===== config.mk =====
export PLATFORM = sky130hd
export DESIGN_NAME = if_icache_flat
export DESIGN_NICKNAME = d
export VERILOG_FILES = /design/src/rtl/if_icache_pkg.sv /design/src/rtl/if_icache_if.sv /design/src/rtl/if_icache_array.sv /design/src/rtl/if_icache.sv /design/src/flat_wrapper.sv
export SDC_FILE = /design/constraint.sdc
export NUM_CORES = 2
export LEC_CHECK = 0
export BUFFER_PORTS_ARGS = -buffer_cell sky130_fd_sc_hd__buf_2
export CORE_MARGIN = 3
export CORE_UTILIZATION = 30
export CTS_CLUSTER_DIAMETER = 50
export DETAILED_ROUTE_END_ITERATION = 10
export PLACE_DENSITY = 0.46
export SYNTH_ARGS = -nofsm -noshare
export SYNTH_HDL_FRONTEND = slang
export SYNTH_HIERARCHICAL = 1
export SYNTH_SLANG_ARGS = --single-unit

===== constraint.sdc =====
create_clock -name clk -period 13.11 [get_ports clk]
set_input_delay 1.9665 -clock clk [delete_from_list [all_inputs] [get_ports clk]]
set_output_delay 1.9665 -clock clk [all_outputs]
set_load 0.02 [all_outputs]

===== src/rtl/if_icache_pkg.sv =====
// if_icache_pkg: shared fetch-stage types, widths and cache state encodings
package if_icache_pkg;
  localparam int XlenDefault = 32;
  localparam int ICacheIndexBits = 6;
  typedef logic [31:0] InstAddrBus;
  typedef logic [31:0] InstBus;
  localparam logic RstEnable = 1'b1;
  localparam logic [31:0] ZeroWord = 32'h0000_0000;
  typedef enum logic [1:0] {
    ICIdle  = 2'b00,
    ICMiss  = 2'b01,
    ICDrain = 2'b10
  } ic_state_t;
endpackage


===== src/rtl/if_icache_if.sv =====
// if_icache_if: PC-stage, memory-controller and IF/ID signals of the fetch cache
interface if_icache_if import if_icache_pkg::*; #(parameter int XLEN = XlenDefault);
  logic            fetch_req;
  logic [XLEN-1:0] fetch_pc;
  logic            stall;
  logic            flush;
  logic            fence;
  logic [XLEN-1:0] mem_pc;
  logic            mem_req;
  logic            mem_pc_done;
  logic [XLEN-1:0] mem_pc_num;
  logic [XLEN-1:0] mem_inst;
  logic [XLEN-1:0] inst;
  logic [XLEN-1:0] pc;
  logic            inst_valid;
  logic            if_stall_req;
  modport master (
    output fetch_req, fetch_pc, stall, flush, fence, mem_pc_done, mem_pc_num, mem_inst,
    input  mem_pc, mem_req, inst, pc, inst_valid, if_stall_req
  );
  modport slave (
    input  fetch_req, fetch_pc, stall, flush, fence, mem_pc_done, mem_pc_num, mem_inst,
    output mem_pc, mem_req, inst, pc, inst_valid, if_stall_req
  );
endinterface


===== src/rtl/if_icache_array.sv =====
// icache_array: direct-mapped tag/data storage with per-line valid bits and invalidate-all
module icache_array import if_icache_pkg::*; #(
  parameter int INDEX_BITS = ICacheIndexBits,
  parameter int TAG_BITS   = 24,
  parameter int XLEN       = XlenDefault
) (
  input  logic                  clk,
  input  logic                  rst,
  input  logic [INDEX_BITS-1:0] rd_index,
  output logic [TAG_BITS-1:0]   rd_tag,
  output logic [XLEN-1:0]       rd_data,
  output logic                  rd_valid,
  input  logic                  wr_en,
  input  logic [INDEX_BITS-1:0] wr_index,
  input  logic [TAG_BITS-1:0]   wr_tag,
  input  logic [XLEN-1:0]       wr_data,
  input  logic                  inval_all
);
  localparam int Lines = 1 << INDEX_BITS;
  logic [TAG_BITS-1:0] tags [Lines];
  logic [XLEN-1:0]     data [Lines];
  logic [Lines-1:0]    valid;
  assign rd_tag   = tags[rd_index];
  assign rd_data  = data[rd_index];
  assign rd_valid = valid[rd_index];
  // line contents need no reset; the valid bits gate every read
  always_ff @(posedge clk)
    if (wr_en) begin
      tags[wr_index] <= wr_tag;
      data[wr_index] <= wr_data;
    end
  // invalidate-all beats a same-cycle fill so a deferred fence also drops the new line
  always_ff @(posedge clk)
    if (rst == RstEnable || inval_all) valid <= '0;
    else if (wr_en) valid[wr_index] <= 1'b1;
endmodule


===== src/rtl/if_icache.sv =====
// if_icache: instruction fetch stage with a direct-mapped one-word-per-line cache
module if_icache import if_icache_pkg::*; #(
  parameter int INDEX_BITS = ICacheIndexBits,
  parameter int XLEN       = XlenDefault
) (
  input logic clk,
  input logic rst,
  if_icache_if.slave bus
);
  localparam int TagBits = XLEN - INDEX_BITS - 2;
  ic_state_t state;
  logic [XLEN-1:0] miss_pc, held_inst, held_pc;
  logic held_valid, fence_pend;
  logic [TagBits-1:0] rd_tag;
  logic [XLEN-1:0] rd_data;
  logic rd_valid, hit, done_match, fill, inval_all;
  assign hit        = rd_valid && rd_tag == bus.fetch_pc[XLEN-1:INDEX_BITS+2] && !bus.fence;
  assign done_match = bus.mem_pc_done && bus.mem_pc_num == miss_pc;
  assign fill       = (state == ICMiss && done_match) || (state == ICDrain && bus.mem_pc_done);
  assign inval_all  = (state == ICIdle && bus.fence) || (fill && (fence_pend || bus.fence));
  icache_array #(.INDEX_BITS(INDEX_BITS), .TAG_BITS(TagBits), .XLEN(XLEN)) u_array (
    .clk      (clk),
    .rst      (rst),
    .rd_index (bus.fetch_pc[INDEX_BITS+1:2]),
    .rd_tag   (rd_tag),
    .rd_data  (rd_data),
    .rd_valid (rd_valid),
    .wr_en    (fill),
    .wr_index (bus.mem_pc_num[INDEX_BITS+1:2]),
    .wr_tag   (bus.mem_pc_num[XLEN-1:INDEX_BITS+2]),
    .wr_data  (bus.mem_inst),
    .inval_all(inval_all)
  );
  // fetch FSM: lookup in idle, wait for the fill in miss, swallow a flushed fill in drain
  always_ff @(posedge clk)
    if (rst == RstEnable) begin
      state             <= ICIdle;
      bus.inst          <= ZeroWord;
      bus.pc            <= ZeroWord;
      bus.inst_valid    <= 1'b0;
      bus.mem_req       <= 1'b0;
      bus.mem_pc        <= ZeroWord;
      bus.if_stall_req  <= 1'b0;
      miss_pc           <= ZeroWord;
      held_inst         <= ZeroWord;
      held_pc           <= ZeroWord;
      held_valid        <= 1'b0;
      fence_pend        <= 1'b0;
    end else begin
      fence_pend <= state != ICIdle && !fill && (fence_pend || bus.fence);
      case (state)
        ICIdle:
          if (bus.flush) begin
            bus.inst_valid   <= 1'b0;
            bus.if_stall_req <= 1'b0;
            held_valid       <= 1'b0;
          end else if (!bus.stall) begin
            if (held_valid) begin
              bus.inst         <= held_inst;
              bus.pc           <= held_pc;
              bus.inst_valid   <= 1'b1;
              bus.if_stall_req <= 1'b0;
              held_valid       <= 1'b0;
            end else if (bus.fetch_req && hit) begin
              bus.inst       <= rd_data;
              bus.pc         <= bus.fetch_pc;
              bus.inst_valid <= 1'b1;
            end else if (bus.fetch_req) begin
              miss_pc          <= bus.fetch_pc;
              bus.mem_req      <= 1'b1;
              bus.mem_pc       <= bus.fetch_pc;
              bus.if_stall_req <= 1'b1;
              bus.inst_valid   <= 1'b0;
              state            <= ICMiss;
            end else bus.inst_valid <= 1'b0;
          end
        ICMiss:
          if (done_match) begin
            bus.mem_req <= 1'b0;
            state       <= ICIdle;
            if (bus.flush) bus.if_stall_req <= 1'b0;
            else if (bus.stall) begin
              held_inst  <= bus.mem_inst;
              held_pc    <= miss_pc;
              held_valid <= 1'b1;
            end else begin
              bus.inst         <= bus.mem_inst;
              bus.pc           <= miss_pc;
              bus.inst_valid   <= 1'b1;
              bus.if_stall_req <= 1'b0;
            end
          end else if (bus.flush) state <= ICDrain;
        ICDrain:
          if (bus.mem_pc_done) begin
            bus.mem_req      <= 1'b0;
            bus.if_stall_req <= 1'b0;
            state            <= ICIdle;
          end
        default: state <= ICIdle;
      endcase
    end
endmodule


===== src/flat_wrapper.sv =====
// flat-port wrapper written by rule: the top's interface ports become plain ports
module if_icache_flat import if_icache_pkg::*;
#(
  parameter int INDEX_BITS = ICacheIndexBits,
  parameter int XLEN       = XlenDefault
)
  (clk, rst, bus_fetch_req, bus_fetch_pc, bus_stall, bus_flush, bus_fence, bus_mem_pc_done, bus_mem_pc_num, bus_mem_inst, bus_mem_pc, bus_mem_req, bus_inst, bus_pc, bus_inst_valid, bus_if_stall_req);
  if_icache_if #(.XLEN(XLEN)) bus_i ();
  input logic clk;
  input logic rst;
  input wire logic [$bits(bus_i.fetch_req)-1:0] bus_fetch_req;
  input wire logic [$bits(bus_i.fetch_pc)-1:0] bus_fetch_pc;
  input wire logic [$bits(bus_i.stall)-1:0] bus_stall;
  input wire logic [$bits(bus_i.flush)-1:0] bus_flush;
  input wire logic [$bits(bus_i.fence)-1:0] bus_fence;
  input wire logic [$bits(bus_i.mem_pc_done)-1:0] bus_mem_pc_done;
  input wire logic [$bits(bus_i.mem_pc_num)-1:0] bus_mem_pc_num;
  input wire logic [$bits(bus_i.mem_inst)-1:0] bus_mem_inst;
  output wire logic [$bits(bus_i.mem_pc)-1:0] bus_mem_pc;
  output wire logic [$bits(bus_i.mem_req)-1:0] bus_mem_req;
  output wire logic [$bits(bus_i.inst)-1:0] bus_inst;
  output wire logic [$bits(bus_i.pc)-1:0] bus_pc;
  output wire logic [$bits(bus_i.inst_valid)-1:0] bus_inst_valid;
  output wire logic [$bits(bus_i.if_stall_req)-1:0] bus_if_stall_req;
  assign bus_i.fetch_req = bus_fetch_req;
  assign bus_i.fetch_pc = bus_fetch_pc;
  assign bus_i.stall = bus_stall;
  assign bus_i.flush = bus_flush;
  assign bus_i.fence = bus_fence;
  assign bus_i.mem_pc_done = bus_mem_pc_done;
  assign bus_i.mem_pc_num = bus_mem_pc_num;
  assign bus_i.mem_inst = bus_mem_inst;
  assign bus_mem_pc = bus_i.mem_pc;
  assign bus_mem_req = bus_i.mem_req;
  assign bus_inst = bus_i.inst;
  assign bus_pc = bus_i.pc;
  assign bus_inst_valid = bus_i.inst_valid;
  assign bus_if_stall_req = bus_i.if_stall_req;
  if_icache #(.INDEX_BITS(INDEX_BITS), .XLEN(XLEN)) u_core (.clk(clk), .rst(rst), .bus(bus_i));
endmodule

* After elaboration in Yosys (flattened, before gate mapping)
Memory sizes are Yosys's and may differ from the RTL's. Cells that the tools add are included.
Storage, ports and cells: register bits after elaboration 231, bits in latches 0, memory bits (writable) 3584, memory bits (read-only) 0, input bits 103, output and inout port bits 99, memories 2
Memory list:
- u_core.u_array.data | depth 64, width 32, rd ports 1, clocked after Yosys merged registers in 0, wr ports 1, RTL line if_icache_array.sv:21 | logic [XLEN-1:0] data [Lines];
- u_core.u_array.tags | depth 64, width 24, rd ports 1, clocked after Yosys merged registers in 0, wr ports 1, RTL line if_icache_array.sv:20 | logic [TAG_BITS-1:0] tags [Lines];
Cells by class: add/subtract/negate cells 0, multiply operators 0, div/mod/pow operators 0, order comparisons 3, equality and inequality tests 20, shift-type cells 0, mux-type cells 58, bitwise gates (word level) 5, reduce and logical (&&, ||, !) cells 29
Operator list (number):
- $mux W32 | 14
- $pmux W32 S2 | 2
- $or A64 B64 Y64 | 1
- $eq A32 B32 Y1 | 1
- $mux W1 | 27
- $eq A24 B24 Y1 | 1
- $reduce_and A7 Y1 | 3
- $ne A2 B2 Y1 const B | 9
- $mux W2 | 8
- $lt A6 B7 Y1 const B | 2
- $logic_and A1 B1 Y1 | 11
- $reduce_and A5 Y1 | 2
- $ne A4 B3 Y1 const B | 2
- $reduce_and A8 Y1 | 1
- $bmux W1 S6 | 1
- $demux W1 S6 | 1
- $ge A6 B1 Y1 const B | 1
- $ne A3 B2 Y1 const B | 2
- $ne A3 B3 Y1 const B | 2
- $pmux W1 S3 | 2
- $pmux W2 S3 | 1
- $reduce_and A6 Y1 | 1
- $logic_or A1 B1 Y1 | 4
- $not A1 Y1 | 4
- other kinds (9) | 12

* Longest topological paths before layout
depth in word-level cells 10, mapped depth 19, mapped depth without buffers 12

* Hierarchy
The synthesis kept the hierarchy.
Modules (own cells, without submodules):
- icache_array | instances 1, cells an instance 6036, area each 137997.4 um^2, seq. area each 108904.4 um^2
- if_icache | instances 1, cells an instance 885, area each 8121.5 um^2, seq. area each 3343.2 um^2

* Worst setup path before layout
OpenSTA, ideal clock, no wires.
path type input port to flip-flop, start in bus_mem_pc_num[1], end mem u_core/u_array/data[30][0] in the netlist's numbering, enable pin, setup time 472 ps, arrival time 6075 ps, slack 6563 ps, stages on the path 8, buffers on the path 0, cells stage by stage nor2b_1 -> a2111o_1 -> nor4b_2 -> nand4_1 -> nand2_1 -> nor2b_1 -> nand3_1 -> nor2_1
Between the ends: word-level cells in the longest chain between the ends 6
RTL lines:
- start: declaration | RTL line flat_wrapper.sv:17 | input wire logic [$bits(bus_i.mem_pc_num)-1:0] bus_mem_pc_num;
- $eq A32 B32 Y1 | RTL line if_icache.sv:18 | assign done_match = bus.mem_pc_done && bus.mem_pc_num == miss_pc;
- $logic_and A1 B1 Y1 | RTL line if_icache.sv:18
- $logic_and A1 B1 Y1 | RTL line if_icache.sv:19 | assign fill = (state == ICMiss && done_match) || (state == ICDrain && bus.mem_pc_done);
- $logic_or A1 B1 Y1 | RTL line if_icache.sv:19
- via u_core.fill | RTL line if_icache.sv:16 | logic rd_valid, hit, done_match, fill, inval_all;
- $mux W1 | RTL line if_icache_array.sv:28 | if (wr_en) begin
- $mux W1 (not written as such) | RTL line if_icache_array.sv:30 | data[wr_index] <= wr_data;
- end: declaration | RTL line if_icache_array.sv:21
The timed path passes the listed nets, and every way through them passes these cells.

* Final worst setup path
start in bus_mem_pc_num[22], end mem u_core/u_array/data[33][3] in the netlist's numbering, enable pin
Same word-level chain as after synthesis.

==> results.py <==
metrics = {
    "synth": {
        "synth_area_um2": 146000,
        "ys_warn_count": 6,
        "async_flop_share_pct": 0,
        "avgSynthCellArea_um2": 21.1,
        "ys_seq_elements": 3815,
        "ys_types": 57,
        "synthesis.nets": 7028,
        "synthFlopType": "edfxtp_1",
        "synthCells": 6921,
        "synth-edff-count": 3584,
        "synth-seq-area-share_pct": 76.8,
    },
    "sta": {
        "finalMaxSlewViolations": 0,
        "max_freq_mhz": 131,
        "fin_crit_sh_pct": 58.3,
        "final.min_clock_period_ps": 7650,
        "hold_viol": 0,
        "rsz0062_at_grt": "false",
        "setup_viol": 0,
        "tns_ps": 0,
        "worstMarginPinSlew_ps": 1370,
        "slew_headroom_pct": 8.40,
        "finClkSkew_ps": 88.9,
    },
    "clock_tree": {
        "path_clk_slew_ps": 60,
        "post_cts_resized": 0,
        "htreeDepth": 5,
        "cts_hold_buf": 0,
        "cts_made_buffers": 437,
        "cts_sinks": 3815,
        "clockBufferDepth": 4,
        "cts_tree": "yes",
        "cts_root_buffer": "clkbuf_16",
        "post_cts_buffers": 0,
        "clkLatencyLatePin_ps": 1040,
    },
    "worst_setup_path": {
        "cp_max_fo": 65,
        "arrival_ps": 8210,
        "slowest_delay_ps": 1240,
        "path_cells": "buf_2 -> buf_4 -> xnor2_1 -> nand4_1 -> nor4_1 -> nand4_1 -> nand2_1 -> nand3_1 -> nor2_4 -> buf_4",
        "critPathLaunchType": "input port",
        "critPathKind": "input port to flop",
        "path_buf_inv": 3,
        "cp_top_family": "simple AND/OR/NAND/NOR gates",
        "endpoint_kind": "flop",
        "required_ps": 13680,
        "slowest_stage": "nor2_4",
    },
    "drt": {
        "viasPerCell": 5.34,
        "wirelength_um": 497000,
        "wl_per_cell_um": 34.9,
        "vias": 76200,
        "drc": 0,
        "ant_nets": 0,
        "drtPass1Iterations": 6,
        "drtIter0Drc": 8992,
    },
    "global_routing": {
        "antenna_found_initial": 36,
        "use_met2_pct": 31.1,
        "grt_pass1_wl_um": 676000,
        "grt.met3_usage_pct": 3.73,
        "grt_max_degree": 133,
        "overflow": 0,
        "grt_use_met1_pct": 27.4,
        "grt_pass1_vias": 77300,
        "track_usage_pct": 19.6,
        "busiest_layer": "met2",
    },
    "floorplanning": {
        "core-area_um2": 484000,
        "fp.dieH_um": 704,
        "die_area_um2": 495000,
        "start_util_pct": 30.2,
        "row_count": 255,
        "die_x_um": 704,
        "ios": 202,
    },
    "cells_and_area": {
        "final_cell_mix": "3,584 x edfxtp_1, 866 x mux4_2, 443 x clkbuf_16",
        "synthToLayoutAreaGrowth_pct": 16.7,
        "fin_util_pct": 35.2,
        "layout-drive-gt1-share_pct": 27.9,
        "final_common_cell": "edfxtp_1",
        "fin_cells": 14300,
        "fin_nets": 7566,
    },
    "pwr": {
        "peakVddDrop_v": 0.000108,
        "powerDensity_nw_per_um2": 159,
        "power.total_uw": 27200,
        "leakagePower_uw": 0.0533,
    },
    "status": {
        "status": "finished, final reports clean",
    },
    "job": {
        "max_cap_viol_count": 0,
    },
    "placement": {
        "globalplace.congestion": 0.816,
        "dp_cells": 13400,
        "port_buffers": 201,
        "dpl.hpwl_um": 286000,
    },
    "worst_hold_path": {
        "hold_path_class": "flop to flop",
    },
}
==> Yosys cell counts, drive strengths merged, types with 5 or more instances <==
| library cell | n | area, um2 |
|---|---|---|
| a211o | 6 | 52.6 |
| a211oi | 28 | 210 |
| a21oi | 59 | 295 |
| a221oi | 24 | 210 |
| a311oi | 8 | 70.1 |
| a31oi | 20 | 125 |
| a32oi | 5 | 43.8 |
| and2 | 8 | 50.1 |
| and3 | 6 | 37.5 |
| buf | 252 | 1590 |
| clkbuf | 148 | 556 |
| dfxtp | 231 | 4620 |
| edfxtp | 3584 | 108000 |
| inv | 11 | 41.3 |
| mux2 | 49 | 552 |
| mux2i | 366 | 3660 |
| mux4 | 866 | 19500 |
| nand2 | 182 | 683 |
| nand2b | 16 | 100 |
| nand3 | 12 | 60.1 |
| nand4 | 14 | 87.6 |
| nor2 | 314 | 1180 |
| nor2b | 23 | 146 |
| nor3 | 40 | 200 |
| nor4 | 43 | 269 |
| o211ai | 6 | 45.0 |
| o21a | 65 | 488 |
| o21ai | 122 | 611 |
| o221ai | 42 | 368 |
| o22a | 34 | 298 |
| o22ai | 242 | 1510 |
| or2 | 12 | 75.1 |
| xnor2 | 48 | 420 |
==> metal layers <==
metal  share of wire (%)  wire [um]  vias to the layer above
li1                    -          -                    30100
met1                  43     213000                    42400
met2                  47     232000                     3112
met3                 7.2      35800                      671
met4                 3.3      16500                       16
met5               0.020        100                        -
==> logic make-up after synthesis <==
kind of cell    synth area share [%]
compound gates                  3.05
xor+xnor                       0.306
fa+ha+maj                     0.0343
buf+inv                         1.49
flops                           76.8
mux                             16.2
simple gates                    2.06
==> path summary, 6_finish.rpt <==
kind | start | endpoint | slack (ps) | depth (start not counted)
setup / recovery | bus_mem_pc_num[22] | u_core/u_array/data[33][3] | 5460 | 10
hold / removal | u_core/u_array/valid[45] | u_core/u_array/valid[45] | 460 | 1
setup reg to reg | u_core/miss_pc[22] | u_core/u_array/data[33][3] | 6420 | 8
hold reg to reg | u_core/u_array/valid[45] | u_core/u_array/valid[45] | 460 | 1
==> state kept, by name, summed over array words and instances (netlist names), 2 cells and up <==
signal,count
u_core/bus.inst,32
u_core/bus.pc,32
u_core/held_inst,32
u_core/held_pc,32
u_core/miss_pc,32
u_core/state,2
u_core/u_array/data,2048
u_core/u_array/tags,1536
u_core/u_array/valid,64
==> area by class of cell <==
class                      instances  area [um2]
timing repair buffer             499        3410
fill                           45000      313000
sequential                      3815      112000
clock buffer                     547       11600
clock inverter                   261        2750
antenna                           11        27.5
inverter                          11        43.8
multi-input combinational       2695       32300
tap                             6425        8040
==> through the flow <==
stage                     cell area, um2  hold slack (ps)  worst slack [ps]
after floorplan                   146000              435              6560
after global placement            156000              441              4170
after detailed placement          156000              450              4570
after CTS                         170000              463              5670
after global routing              170000              471              5350
final                             170000              463              5460
==> power breakdown <==
part	internal [uW]	total (uW)	switching [uW]
Sequential	13400	13400	43.0
Clock	7020	12100	5120
Combinational	510	1630	1120
Total	20900	27200	6290
No activity file was read; power rests on OpenSTA's default activity.
